--- config.mk ---
export PLATFORM = sky130hd
export DESIGN_NAME = idex_latch
export DESIGN_NICKNAME = d
export VERILOG_FILES = /design/src/rtl/idex_pkg.sv /design/src/rtl/idex_bypass.sv /design/src/rtl/idex_latch.sv
export SDC_FILE = /design/constraint.sdc
export NUM_CORES = 1
export LEC_CHECK = 0
export CAP_MARGIN = 30
export CORE_ASPECT_RATIO = 0.5
export CORE_MARGIN = 10
export CORE_UTILIZATION = 30
export CTS_BUF_LIST = sky130_fd_sc_hd__clkbuf_16
export CTS_CLUSTER_DIAMETER = 200
export DETAILED_ROUTE_END_ITERATION = 10
export GPL_TIMING_DRIVEN = 0
export HOLD_SLACK_MARGIN = 0.05
export PLACE_DENSITY_LB_ADDON = 0.3
export SETUP_SLACK_MARGIN = 0.15
export SLEW_MARGIN = 20
export SYNTH_ARGS = -nofsm -noshare
export SYNTH_HDL_FRONTEND = slang
export SYNTH_SLANG_ARGS = --single-unit
--- constraint.sdc ---
create_clock -name clk -period 1.85 [get_ports clk]
set_input_delay 0.37 -clock clk [delete_from_list [all_inputs] [get_ports clk]]
set_output_delay 0.37 -clock clk [all_outputs]
set_load 0.005 [all_outputs]
--- src/rtl/idex_pkg.sv ---
// Shared ID/EX definitions: widths, NOP/bubble encodings, control bundle layout.
// Pure types and constants, no latency or flow control.
package idex_pkg;

  localparam int DATA_W  = 16;
  localparam int REG_W   = 3;
  localparam int CTRL_W  = 10;

  localparam logic [DATA_W-1:0] INSTR_NOP = 16'h0800;

  // Control bit positions, MSB first.
  localparam int CTRL_REGDST_HI  = 9;
  localparam int CTRL_REGDST_LO  = 8;
  localparam int CTRL_REGWRITE   = 7;
  localparam int CTRL_DMEMEN     = 6;
  localparam int CTRL_DMEMWRITE  = 5;
  localparam int CTRL_MEMTOREG   = 4;
  localparam int CTRL_ALUSRC2    = 3;
  localparam int CTRL_SET        = 2;
  localparam int CTRL_LBI        = 1;
  localparam int CTRL_PCIMM      = 0;

  typedef struct packed {
    logic [1:0] reg_dst;
    logic       reg_write;
    logic       dmem_en;
    logic       dmem_write;
    logic       mem_to_reg;
    logic       alu_src2;
    logic       set;
    logic       lbi;
    logic       pc_imm;
  } ctrl_t;

  localparam ctrl_t CTRL_BUBBLE = '0;

  typedef struct packed {
    logic [DATA_W-1:0] instr;
    logic [DATA_W-1:0] pc2;
    logic [DATA_W-1:0] rs_data;
    logic [DATA_W-1:0] rt_data;
    ctrl_t             ctrl;
    logic              valid;
  } idex_t;

  localparam idex_t IDEX_BUBBLE = '{
    instr:   INSTR_NOP,
    pc2:     '0,
    rs_data: '0,
    rt_data: '0,
    ctrl:    CTRL_BUBBLE,
    valid:   1'b0
  };

  function automatic logic [REG_W-1:0] rs_idx(input logic [DATA_W-1:0] instr);
    return instr[10:8];
  endfunction

  function automatic logic [REG_W-1:0] rt_idx(input logic [DATA_W-1:0] instr);
    return instr[7:5];
  endfunction

endpackage

--- src/rtl/idex_bypass.sv ---
// Writeback-to-operand bypass mux: picks wb_data when writeback targets reg_idx.
// Combinational, zero latency, no flow control.
module idex_bypass
  import idex_pkg::*;
(
  input  logic [REG_W-1:0]  reg_idx,
  input  logic [DATA_W-1:0] operand,
  input  logic              wb_we,
  input  logic [REG_W-1:0]  wb_reg,
  input  logic [DATA_W-1:0] wb_data,
  output logic [DATA_W-1:0] sel_data
);

  always_comb begin
    sel_data = operand;
    if (wb_we && (wb_reg == reg_idx)) begin
      sel_data = wb_data;
    end
  end

endmodule

--- src/rtl/idex_latch.sv ---
// ID/EX pipeline register with flush/hold/bubble and WB bypass; 1-cycle load latency.
// Holds on exex_stall|mem_stall (hold_ex, combinational); IDEX_PERF_CNT_EN adds hold/flush counters.
module idex_latch
  import idex_pkg::*;
(
  input  logic              clk,
  input  logic              rst,
  input  logic [DATA_W-1:0] instr_id,
  input  logic [DATA_W-1:0] pc2_id,
  input  logic [DATA_W-1:0] rs_data_id,
  input  logic [DATA_W-1:0] rt_data_id,
  input  logic [CTRL_W-1:0] ctrl_id,
  input  logic              valid_id,
  input  logic              exex_stall,
  input  logic              mem_stall,
  input  logic              flush,
  input  logic              wb_we,
  input  logic [REG_W-1:0]  wb_reg,
  input  logic [DATA_W-1:0] wb_data,
  output logic [DATA_W-1:0] instr_ex,
  output logic [DATA_W-1:0] pc2_ex,
  output logic [DATA_W-1:0] rs_data_ex,
  output logic [DATA_W-1:0] rt_data_ex,
  output logic [CTRL_W-1:0] ctrl_ex,
  output logic              valid_ex,
`ifdef IDEX_PERF_CNT_EN
  output logic [15:0]       hold_cnt,
  output logic [15:0]       flush_cnt,
`endif
  output logic              hold_ex
);

  idex_t idex_q, idex_d;

  logic [DATA_W-1:0] ld_rs_data, ld_rt_data;
  logic [DATA_W-1:0] rf_rs_data, rf_rt_data;

  assign hold_ex = exex_stall | mem_stall;

  idex_bypass u_ld_rs (
    .reg_idx  (rs_idx(instr_id)),
    .operand  (rs_data_id),
    .wb_we    (wb_we),
    .wb_reg   (wb_reg),
    .wb_data  (wb_data),
    .sel_data (ld_rs_data)
  );

  idex_bypass u_ld_rt (
    .reg_idx  (rt_idx(instr_id)),
    .operand  (rt_data_id),
    .wb_we    (wb_we),
    .wb_reg   (wb_reg),
    .wb_data  (wb_data),
    .sel_data (ld_rt_data)
  );

  // Refresh paths keep held operands current while execute is stalled.
  idex_bypass u_rf_rs (
    .reg_idx  (rs_idx(idex_q.instr)),
    .operand  (idex_q.rs_data),
    .wb_we    (wb_we),
    .wb_reg   (wb_reg),
    .wb_data  (wb_data),
    .sel_data (rf_rs_data)
  );

  idex_bypass u_rf_rt (
    .reg_idx  (rt_idx(idex_q.instr)),
    .operand  (idex_q.rt_data),
    .wb_we    (wb_we),
    .wb_reg   (wb_reg),
    .wb_data  (wb_data),
    .sel_data (rf_rt_data)
  );

  always_comb begin
    idex_d = idex_q;
    if (flush) begin
      idex_d = IDEX_BUBBLE;
    end else if (hold_ex) begin
      if (idex_q.valid) begin
        idex_d.rs_data = rf_rs_data;
        idex_d.rt_data = rf_rt_data;
      end
    end else if (!valid_id) begin
      idex_d = IDEX_BUBBLE;
    end else begin
      idex_d.instr   = instr_id;
      idex_d.pc2     = pc2_id;
      idex_d.rs_data = ld_rs_data;
      idex_d.rt_data = ld_rt_data;
      idex_d.ctrl    = ctrl_t'(ctrl_id);
      idex_d.valid   = 1'b1;
    end
  end

  always_ff @(posedge clk) begin
    if (rst) begin
      idex_q <= IDEX_BUBBLE;
    end else begin
      idex_q <= idex_d;
    end
  end

  assign instr_ex   = idex_q.instr;
  assign pc2_ex     = idex_q.pc2;
  assign rs_data_ex = idex_q.rs_data;
  assign rt_data_ex = idex_q.rt_data;
  assign ctrl_ex    = idex_q.ctrl;
  assign valid_ex   = idex_q.valid;

`ifdef IDEX_PERF_CNT_EN
  logic [15:0] hold_cnt_q, hold_cnt_d;
  logic [15:0] flush_cnt_q, flush_cnt_d;

  always_comb begin
    hold_cnt_d  = hold_cnt_q;
    flush_cnt_d = flush_cnt_q;
    if (hold_ex && !flush && (hold_cnt_q != 16'hFFFF)) begin
      hold_cnt_d = hold_cnt_q + 16'd1;
    end
    if (flush && (flush_cnt_q != 16'hFFFF)) begin
      flush_cnt_d = flush_cnt_q + 16'd1;
    end
  end

  always_ff @(posedge clk) begin
    if (rst) begin
      hold_cnt_q  <= '0;
      flush_cnt_q <= '0;
    end else begin
      hold_cnt_q  <= hold_cnt_d;
      flush_cnt_q <= flush_cnt_d;
    end
  end

  assign hold_cnt  = hold_cnt_q;
  assign flush_cnt = flush_cnt_q;
`endif

endmodule
==> metrics.txt <==
status=completed; Fill cells=between 1000 and 1500; TritonCTS Buffers=9; cell with the largest stage delay on the worst path=clkdlybuf4s50_1; share of cells above drive strength 1=10.22%; CP cell instances=clkdlybuf4s50_1; CP bufs+invs=1; Worst-path clk slew=60 ps; Hold Path Cell Cnt=3; Lkg Pwr=2.020 nW; synth-to-layout area growth=70.64%; number of global-route vias before repair=roughly 3800; CTS Hold Bufs=0; final hold slack=426.9 ps; Hold EP=pc2_ex[5]$_SDFFE_PP0P_; CP endpoint kind=primary output; register area share after synthesis=44.59%; Final Util=between 50% and 60%; clk sinks=75; H-Tree Depth=3; Worst Hold Launch=valid_id; crit start category=flop; fin. max-slew vios=0; Period minus WS final=approximately 1700 ps; DRT Pass-1 Iters=7; Wirelength per Cell=between 15 and 20 um; Die Wd=169.8 um; Pwr Density=738.4 nW/um^2; Yosys cell types=27; dpl cells=roughly 720; Max Buffers Root-to-Sink=2; r2r worst-path depth=5; Setup violations, final=0; skew final=about 4.9 ps; Critical path origin=instr_ex[10]$_SDFFE_PP0P_; Detailed Route WL=about 14 mm; Initial DRC Count=356; R2R setup slack=around 200 ps; Place WS=-955.5 ps; total gr overflow=0; initial antenna violation count=0; non-filler instance count after layout=roughly 740; Netlist Area Pre-Place=roughly 3400 sq um; CP arrival=1280 ps; family with the most delay on the worst path=buffers and inverters; Req. time, crit path=1480 ps; maxcap violations=0; max incr delay on CP=550 ps; initial core utilization=a little over 30%; die height=approximately 95 um; Hold Crit Class=in -> reg; post-route ant nets=0; worst setup margin=~200 ps; # IOs=~180; routed vias/inst=roughly 5.2; cell count after synthesis=399; Avg Cell Area, Syn=around 8.4 sq um; Worst R2R End=rs_data_ex[10]$_SDFFE_PP0P_; Crit Path Max Fanout=3; area of the multi-input gates=roughly 1700 sq um; Clock Latency Late Sink=roughly 340 ps; Core Box Area=about 11000 sq um; CTS tree=done; Syn Nets=between 400 and 500; GP Congestion=between 0.7 and 0.8; Pwr Total=4.242 mW; site row count=27; post-DP HPWL=10.41 mm; register area=1503 sq um; Crit Path Category=reg -> out; achievable clock frequency=between 0.6 and 0.7 GHz; total negative setup slack=0 ps; Final Cycle Share=89.40%; diodes inserted=0; GRT Util Overall=16.24%; first-pass GRT wire length=approximately 21 mm; Slew @ Worst Pin=582.9 ps; #FFs+latches synth=75; Root Driver=clkbuf_16; Final #Nets=slightly below 700; Final Hold Viols=0; largest net degree at the start of global routing=14; worst vdd ir=0.4899 mV; Slew headroom=about three fifths; Crit Reg-Reg Startpoint=instr_ex[10]$_SDFFE_PP0P_; final instance area=approximately 5700 sq um; warnings from Yosys=0; area post-placement=approximately 5300 sq um; RSZ-0062 raised after global routing=no; IO buf count=between 150 and 200; DRC=0; Die ar.=16120 sq um; routed vias=just under 4000
cells in the mapped netlist:
cell / number / area share, %
and4_1: 2 / 0.52
inv_2: 1 / 0.11
and2_1: 1 / 0.19
xor2_2: 1 / 0.48
nand2_2: 1 / 0.19
buf_4: 2 / 0.45
nor3b_1: 1 / 0.22
o41a_4: 2 / 1.3
buf_1: 4 / 0.45
nand2_1: 41 / 4.6
buf_6: 3 / 1.0
xnor2_1: 6 / 1.6
nor2_1: 3 / 0.33
nand4_1: 2 / 0.37
clkbuf_1: 21 / 2.3
dfxtp_1: 75 / 45
a32oi_1: 32 / 8.3
o41ai_4: 2 / 1.6
a21oi_1: 74 / 11
o21ai_1: 20 / 3.0
o21ai_0: 13 / 1.9
a31oi_1: 32 / 5.9
or2_2: 1 / 0.19
buf_2: 12 / 1.8
nand3_1: 41 / 6.1
xor2_1: 5 / 1.3
nor2_2: 1 / 0.19
power by group:
| part | total, mW | switching, mW | internal (mW) |
|---|---|---|---|
| registers | 1.67 | 0.0199 | 1.65 |
| logic | 0.689 | 0.317 | 0.372 |
| clock network | 1.88 | 0.706 | 1.18 |
timing repair:
| item | CTS | global route |
|---|---|---|
| pin swaps | 6 | 2 |
| buffers inserted | 8 | 0 |
| setup endpoints to repair | 72 | 23 |
| resized for setup | 18 | 20 |
state kept, by name, summed over array words and instances, names as in the netlist:
name,cells
instr_ex,16
pc2_ex,16
rs_data_ex,16
rt_data_ex,16
ctrl_ex,10
valid_ex,1
worst max path at each step:
stage | to | slack [ps] | cells past startpoint
2_1_floorplan | rs_data_ex[10]$_SDFFE_PP0P_ | 330 | 5
3_3_place_gp | hold_ex | -970 | 6
3_5_place_dp | hold_ex | -960 | 6
4_1_cts | hold_ex | 130 | 6
5_1_grt | rs_data_ex[10]$_SDFFE_PP0P_ | 150 | 5
6_report | instr_ex[10] | 200 | 1
cells by family after synthesis:
family | synth area share, %
compound gates | 33.07
xor+xnor | 3.345
buf+inv | 6.131
flops | 44.59
simple gates | 12.86
routing by layer:
metal / wire length (um) / part of all wire [%] / vias to the layer above / global-route usage [%]
met5: 0 / 0 / - / 0
met4: 95 / 0.69 / 0 / 3.411
met3: 1123 / 8.1 / 9 / 4.911
met2: 7031 / 51 / 146 / 28.57
met1: 5615 / 40 / 1839 / 19.34
li1: - / - / 1893 / -
final cells by class:
| cell class | instances | area share [%] |
|---|---|---|
| sequential | 75 | 26.15 |
| multi-input combinational | 281 | 29.83 |
| inverter | 1 | 0.1089 |
| clock buffer | 9 | 3.920 |
| tap | 145 | 3.158 |
| buffer | 42 | 4.116 |
| clock inverter | 7 | 1.611 |
| timing repair buffer | 182 | 31.10 |
cell usage in the layout, fill, tap and decap left out, types with 3 or more instances in the layout:
cell type / netlist / routed
clkbuf_16: 0 / 9
nand2_1: 41 / 41
clkbuf_4: 0 / 3
buf_2: 12 / 7
buf_6: 3 / 3
xor2_1: 5 / 4
clkbuf_1: 21 / 19
dlygate4sd2_1: 0 / 4
dfxtp_1: 75 / 74
o21ai_0: 13 / 13
buf_1: 4 / 3
xnor2_2: 0 / 5
nand3_1: 41 / 41
clkbuf_2: 0 / 4
a32oi_1: 32 / 32
nor2_1: 3 / 3
buf_4: 2 / 11
clkdlybuf4s50_1: 0 / 167
o21ai_1: 20 / 20
a21oi_1: 74 / 74
a31oi_1: 32 / 32
Note: power is estimated with default switching activity, not from simulation.
==> edit 1, RTL diff (same settings) <==
Add a define of `IDEX_PERF_CNT_EN`.
--- a/src/rtl/idex_latch.sv
+++ b/src/rtl/idex_latch.sv
@@ -1,4 +1,6 @@
 // ID/EX pipeline register with flush/hold/bubble and WB bypass; 1-cycle load latency.
 // Holds on exex_stall|mem_stall (hold_ex, combinational); IDEX_PERF_CNT_EN adds hold/flush counters.
+`define IDEX_PERF_CNT_EN
+
 module idex_latch
   import idex_pkg::*;
Behaviour (old outputs only; new: flush_cnt and hold_cnt): unchanged (Yosys induction, for registers that start in step).
==> edit 1 against the original RTL <==
Worst setup slack worse by 82 ps. Total power is 20% higher. Sequential share of layout area is 0.25 points higher. Critical endpoint is now hold_cnt[13]$_SDFFE_PP0P_. Critical path depth is 4 higher. Final area is 45% higher. Clock skew is 2.8 ps higher. Clock power is 9% higher. Wire length is 48% higher. Synthesized area is 47% higher. Largest power group is now registers. Sequential cell count is 32 higher.
==> edit 1: results (changes against the original RTL) <==
Outcome
  • Status: finished clean

Route
  • Iter 0 DRT Violations: 367 (+3.1%)
  • Pre-antenna DRT Iters: 5 (-2)
  • Vias: 5931 (+53%)
  • WL/cell: 18.3 um (-2.1%)

Synth
  • Top area cells in the synthesized netlist: dfxtp_1 43%, nand3_1 12%, o21ai_0 8.1%
  • Top cells by count, synth: 117 x nand3_1, 107 x dfxtp_1, 80 x o21ai_0, 65 x a21oi_1, 50 x nand2_1
  • Top_reg_cell synth: dfxtp_1
  • Seq/Total Area, Yosys: 0.433 (-0.0131)
  • Syn nets: 733 (+47%)
  • Adder-cell area share of the yosys netlist: 0.00506 (+0.00506)
  • Warnings from Yosys: 0 (unchanged)
  • XOR/XNOR share of the synthesized area: 0.0212 (-0.0122)
  • Mux share of post-synthesis cell area: 0.0157 (+0.0157)
  • Post-Syn Area per Cell: 7.84 um2 (-7.1%)
  • Ys async rst share: 0 (unchanged)
  • Synth Area in Compound Gates: 0.221 (-0.110)
  • Library cells used by synthesis: 44 (+63%)

Timing
  • Rel. slew slack: 0.686 (+0.0747)
  • Clock skew: 7.68 ps (+2.75 ps)

Worst hold path
  • Min-Delay Path Class: input port to flip-flop
  • Min-Delay Startpoint: valid_id

Global route
  • Initial antenna violation count: 0 (unchanged)
  • Vias in the first global route: 5612 (+47%)
  • GRT Util Overall: 0.170 (+0.00759)
  • First-pass GRT wire length: 31.0 mm (+49%)
  • Pin count of the biggest net entering global routing: 17 (+3)
  • Grt met2 use: 0.306 (+0.0199)
  • Met3 usage: 0.0511 (+0.00194)
  • Global Route met1 Usage: 0.191 (-0.00223)

Placement
  • PortBufs: 203 (+17%)
  • GPL Wtd Cong: 0.849 (+7.4%)
  • Place WS: -1590 ps (-630 ps)
  • HPWL after DPL: 14.6 mm (+41%)

Cells and area
  • Diode count: 0 (unchanged)
  • Layout Cells excl Fill: 1124 (+51%)
  • Final nets: 994 (+44%)
  • Share of cells above drive strength 1: 0.188 (+0.0862)

Critical path
  • Crit. Startpoint: hold_cnt[8]$_SDFFE_PP0P_
  • Highest fanout seen on the critical path: 7 (+4)
  • Worst path arrival time: 2020 ps (+740 ps)

Power
  • Maximum vdd drop: 0.388 mV (-21%)
  • Leakage: 2.91 nW (+44%)

Clock network
  • Clock latency on the worst-skew pair: 350 ps
  • CTS root buffer: clkbuf_16
  • Cts bufs inserted: 9 (unchanged)
  • Maximum clock insertion buffer count: 2 (unchanged)
  • H-tree levels: 3 (unchanged)
  • Worst-path clk slew: 70 ps
==> edit 1: per-layer routing <==
layer | vias to the layer above | part of all wire
met4 | 0 | 0.018
met3 | 22 | 0.064
li1 | 2851 | -
met2 | 205 | 0.52
met1 | 2853 | 0.39
met5 | - | 0
==> edit 1: what timing repair did <==
item,CTS,global route
buffers inserted,20,26
cloned,0,2
hold buffers,0,0
endpoints found under the setup margin,115,98
pin swaps,7,18
gates resized for setup,78,93
==> edit 1: area by class of cell <==
type / count / area, um2
multi-input combinational: 467 / 2820
tap: 227 / 284
fill: 1528 / 7920
clock buffer: 9 / 225
inverter: 4 / 17.5
clock inverter: 7 / 83.8
buffer: 52 / 324
timing repair buffer: 251 / 2390
sequential: 107 / 2200
==> edit 1: stage by stage <==
stage,hold WS (ps),util,TNS (ps),instance area [um2]
detailed placement,443,0.449,-90200,7300
finish,433,0.513,0,8340
floorplan,448,-,0,4980
CTS,424,0.487,0,7920
global route,468,0.513,0,8340
global placement,437,0.449,-86390,7300
==> edit 1: final timing paths <==
check	depth (start not counted)	endpoint	slack (ps)
worst max-delay path	5	hold_cnt[13]$_SDFFE_PP0P_	110
worst min-delay path	3	pc2_ex[0]$_SDFFE_PP0P_	430
worst max register to register	5	hold_cnt[13]$_SDFFE_PP0P_	110
worst min register to register	2	pc2_ex[0]$_SDFFE_PP0P_	450
==> edit 1: worst max-delay path: stages, from the launching register on <==
cell and delay, ps:
dfxtp_4 370, inv_4 50, or4_4 530, buf_6 150
or4_4 460, a21oi_1 120
==> edit 1: report_power, final <==
part	switching (W)	internal [W]
registers	0.0000276	0.00233
clock network	0.000873	0.00117
logic	0.000328	0.000374
==> edit 2, RTL diff (same settings) <==
Without the edit above. The package constant `DATA_W` goes from 16 to 32.
--- a/src/rtl/idex_pkg.sv
+++ b/src/rtl/idex_pkg.sv
@@ -3,5 +3,5 @@
 package idex_pkg;
 
-  localparam int DATA_W  = 16;
+  localparam int DATA_W  = 32;
   localparam int REG_W   = 3;
   localparam int CTRL_W  = 10;
Interface: changed (9 resized); port bits go from 176 to 320. The function was not compared with the original's and may differ.
==> edit 2 against the original RTL <==
Sequential cell count grew 64. Clock power rose by 85%. Total power up 84%. Wire length grew 100%. Synthesized area increased by 81%. Final area increased by 82%. Utilization grew 0.67 points. Worst setup slack worse by 17 ps. Sequential power rose by 86%. Largest cell class unchanged. Largest power group unchanged.
==> edit 2: results (changes against the original RTL) <==
Power
  • Leakage: 4.13 nW (+100%)
  • Maximum vdd drop: 0.585 mV (+19%)

Placement
  • Place WS: -1320 ps (-369 ps)
  • PortBufs: 319 (+83%)
  • Placed Area: 9620 um2 (+82%)
  • GPL Wtd Cong: 0.838 (+6.1%)

Critical path
  • FF-to-FF End: rs_data_ex[17]$_SDFFE_PP0P_
  • Critical R2R Launch: instr_ex[9]$_SDFFE_PP0P_
  • Crit. Startpoint: rs_data_ex[28]$_SDFFE_PP0P_
  • Worst path arrival time: 1300 ps (+20 ps)
  • Highest fanout seen on the critical path: 2 (-1)
  • Critical Path End: rs_data_ex[28]

Clock network
  • Clock latency on the worst-skew pair: 410 ps (+70 ps)
  • H-tree levels: 4 (+1)

Cells and area
  • Share of cells above drive strength 1: 0.0947 (-0.00751)
  • FILL cells: 1848 (+81%)
  • Layout Cells excl Fill: 1355 (+83%)

Global route
  • GRT Util Overall: 0.196 (+0.0338)
  • First-pass GRT wire length: 42.2 mm (+100%)
  • Vias in the first global route: 7244 (+90%)
  • Pin count of the biggest net entering global routing: 17 (+3)

Synth
  • Seq/Total Area, Yosys: 0.457 (+0.0109)
  • Top area cells in the synthesized netlist: dfxtp_1 46%, a21oi_1 11%, a32oi_1 9.2%
  • Cells after Synth: 731 (+83%)
  • Library cells used by synthesis: 25 (-7.4%)

Timing
  • Final Cycle Share: 0.903 (+0.00907)
  • Clock skew: 10.7 ps (+5.79 ps)

Route
  • Drt via density: 5.37 (+2.4%)
  • Iter 0 DRT Violations: 484 (+36%)

Outcome
  • Status: finished clean
-- edit 2: cell count changes after synthesis, moves of 32 or more --
| cell | unedited run | this run |
|---|---|---|
| a21oi_1 | 74 | 138 |
| a31oi_1 | 32 | 64 |
| a32oi_1 | 32 | 64 |
| clkbuf_1 | 21 | 62 |
| dfxtp_1 | 75 | 139 |
| nand2_1 | 41 | 73 |
| nand3_1 | 41 | 73 |
| o21ai_1 | 20 | 60 |
-- edit 2: timing repair --
action / 4_1_cts / 5_1_grt
setup buffers: 4 / 1
setup endpoints to repair: 149 / 92
gates resized for setup: 46 / 66
pin swaps: 4 / 4
cloned: 0 / 2
-- edit 2: how the worst min path moves through the flow --
stage                     slack [ps]                  endpoint                      from  cells after the start
after floorplan                  450   ctrl_ex[0]$_SDFFE_PP0P_   ctrl_ex[0]$_SDFFE_PP0P_                      2
after global placement           440    pc2_ex[5]$_SDFFE_PP0P_    pc2_ex[5]$_SDFFE_PP0P_                      2
after detailed placement         440   pc2_ex[22]$_SDFFE_PP0P_   pc2_ex[22]$_SDFFE_PP0P_                      2
after CTS                        450   pc2_ex[22]$_SDFFE_PP0P_   pc2_ex[22]$_SDFFE_PP0P_                      2
after global routing             470  instr_ex[0]$_SDFFE_PP0P_  instr_ex[0]$_SDFFE_PP0P_                      2
final                            450   pc2_ex[22]$_SDFFE_PP0P_   pc2_ex[22]$_SDFFE_PP0P_                      2
-- edit 2: layer usage --
metal / track usage / wire length [um] / vias up
met4: 0.0668 / 649 / 0
met5: 0 / 0 / -
met3: 0.0438 / 1530 / 38
met2: 0.360 / 15100 / 237
li1: - / - / 3451
met1: 0.223 / 11100 / 3544
-- edit 2: cell type report --
type / count / area (um2) / area share
Timing Repair Buffer: 326 / 3290 / 0.316
Sequential cell: 139 / 2790 / 0.267
Multi-Input combinational cell: 505 / 2920 / 0.280
Tap cell: 266 / 333 / 0.0319
Buffer: 85 / 508 / 0.0487
Inverter: 1 / 3.75 / 0.000360
Antenna cell: 1 / 2.50 / 0.000240
Clock inverter: 15 / 164 / 0.0157
Clock buffer: 17 / 425 / 0.0408
-- edit 2: cells by family (layout without fill, tap and decap cells) --
kind of cell	after synthesis	in the layout	synth area share
AOI/OAI and AO/OA	335	335	0.339
xor gates and xnor gates	12	12	0.0173
buffers and inverters	87	444	0.0703
DFF	139	139	0.457
other	0	1	0
and+or+nand+nor	158	158	0.117
-- edit 2: report_power, final --
part           switching (W)  leakage, nW  internal (W)
clock network        0.00146        0.275       0.00201
logic               0.000589         2.73      0.000659
registers          0.0000379         1.13       0.00306
total                0.00208         4.13       0.00573
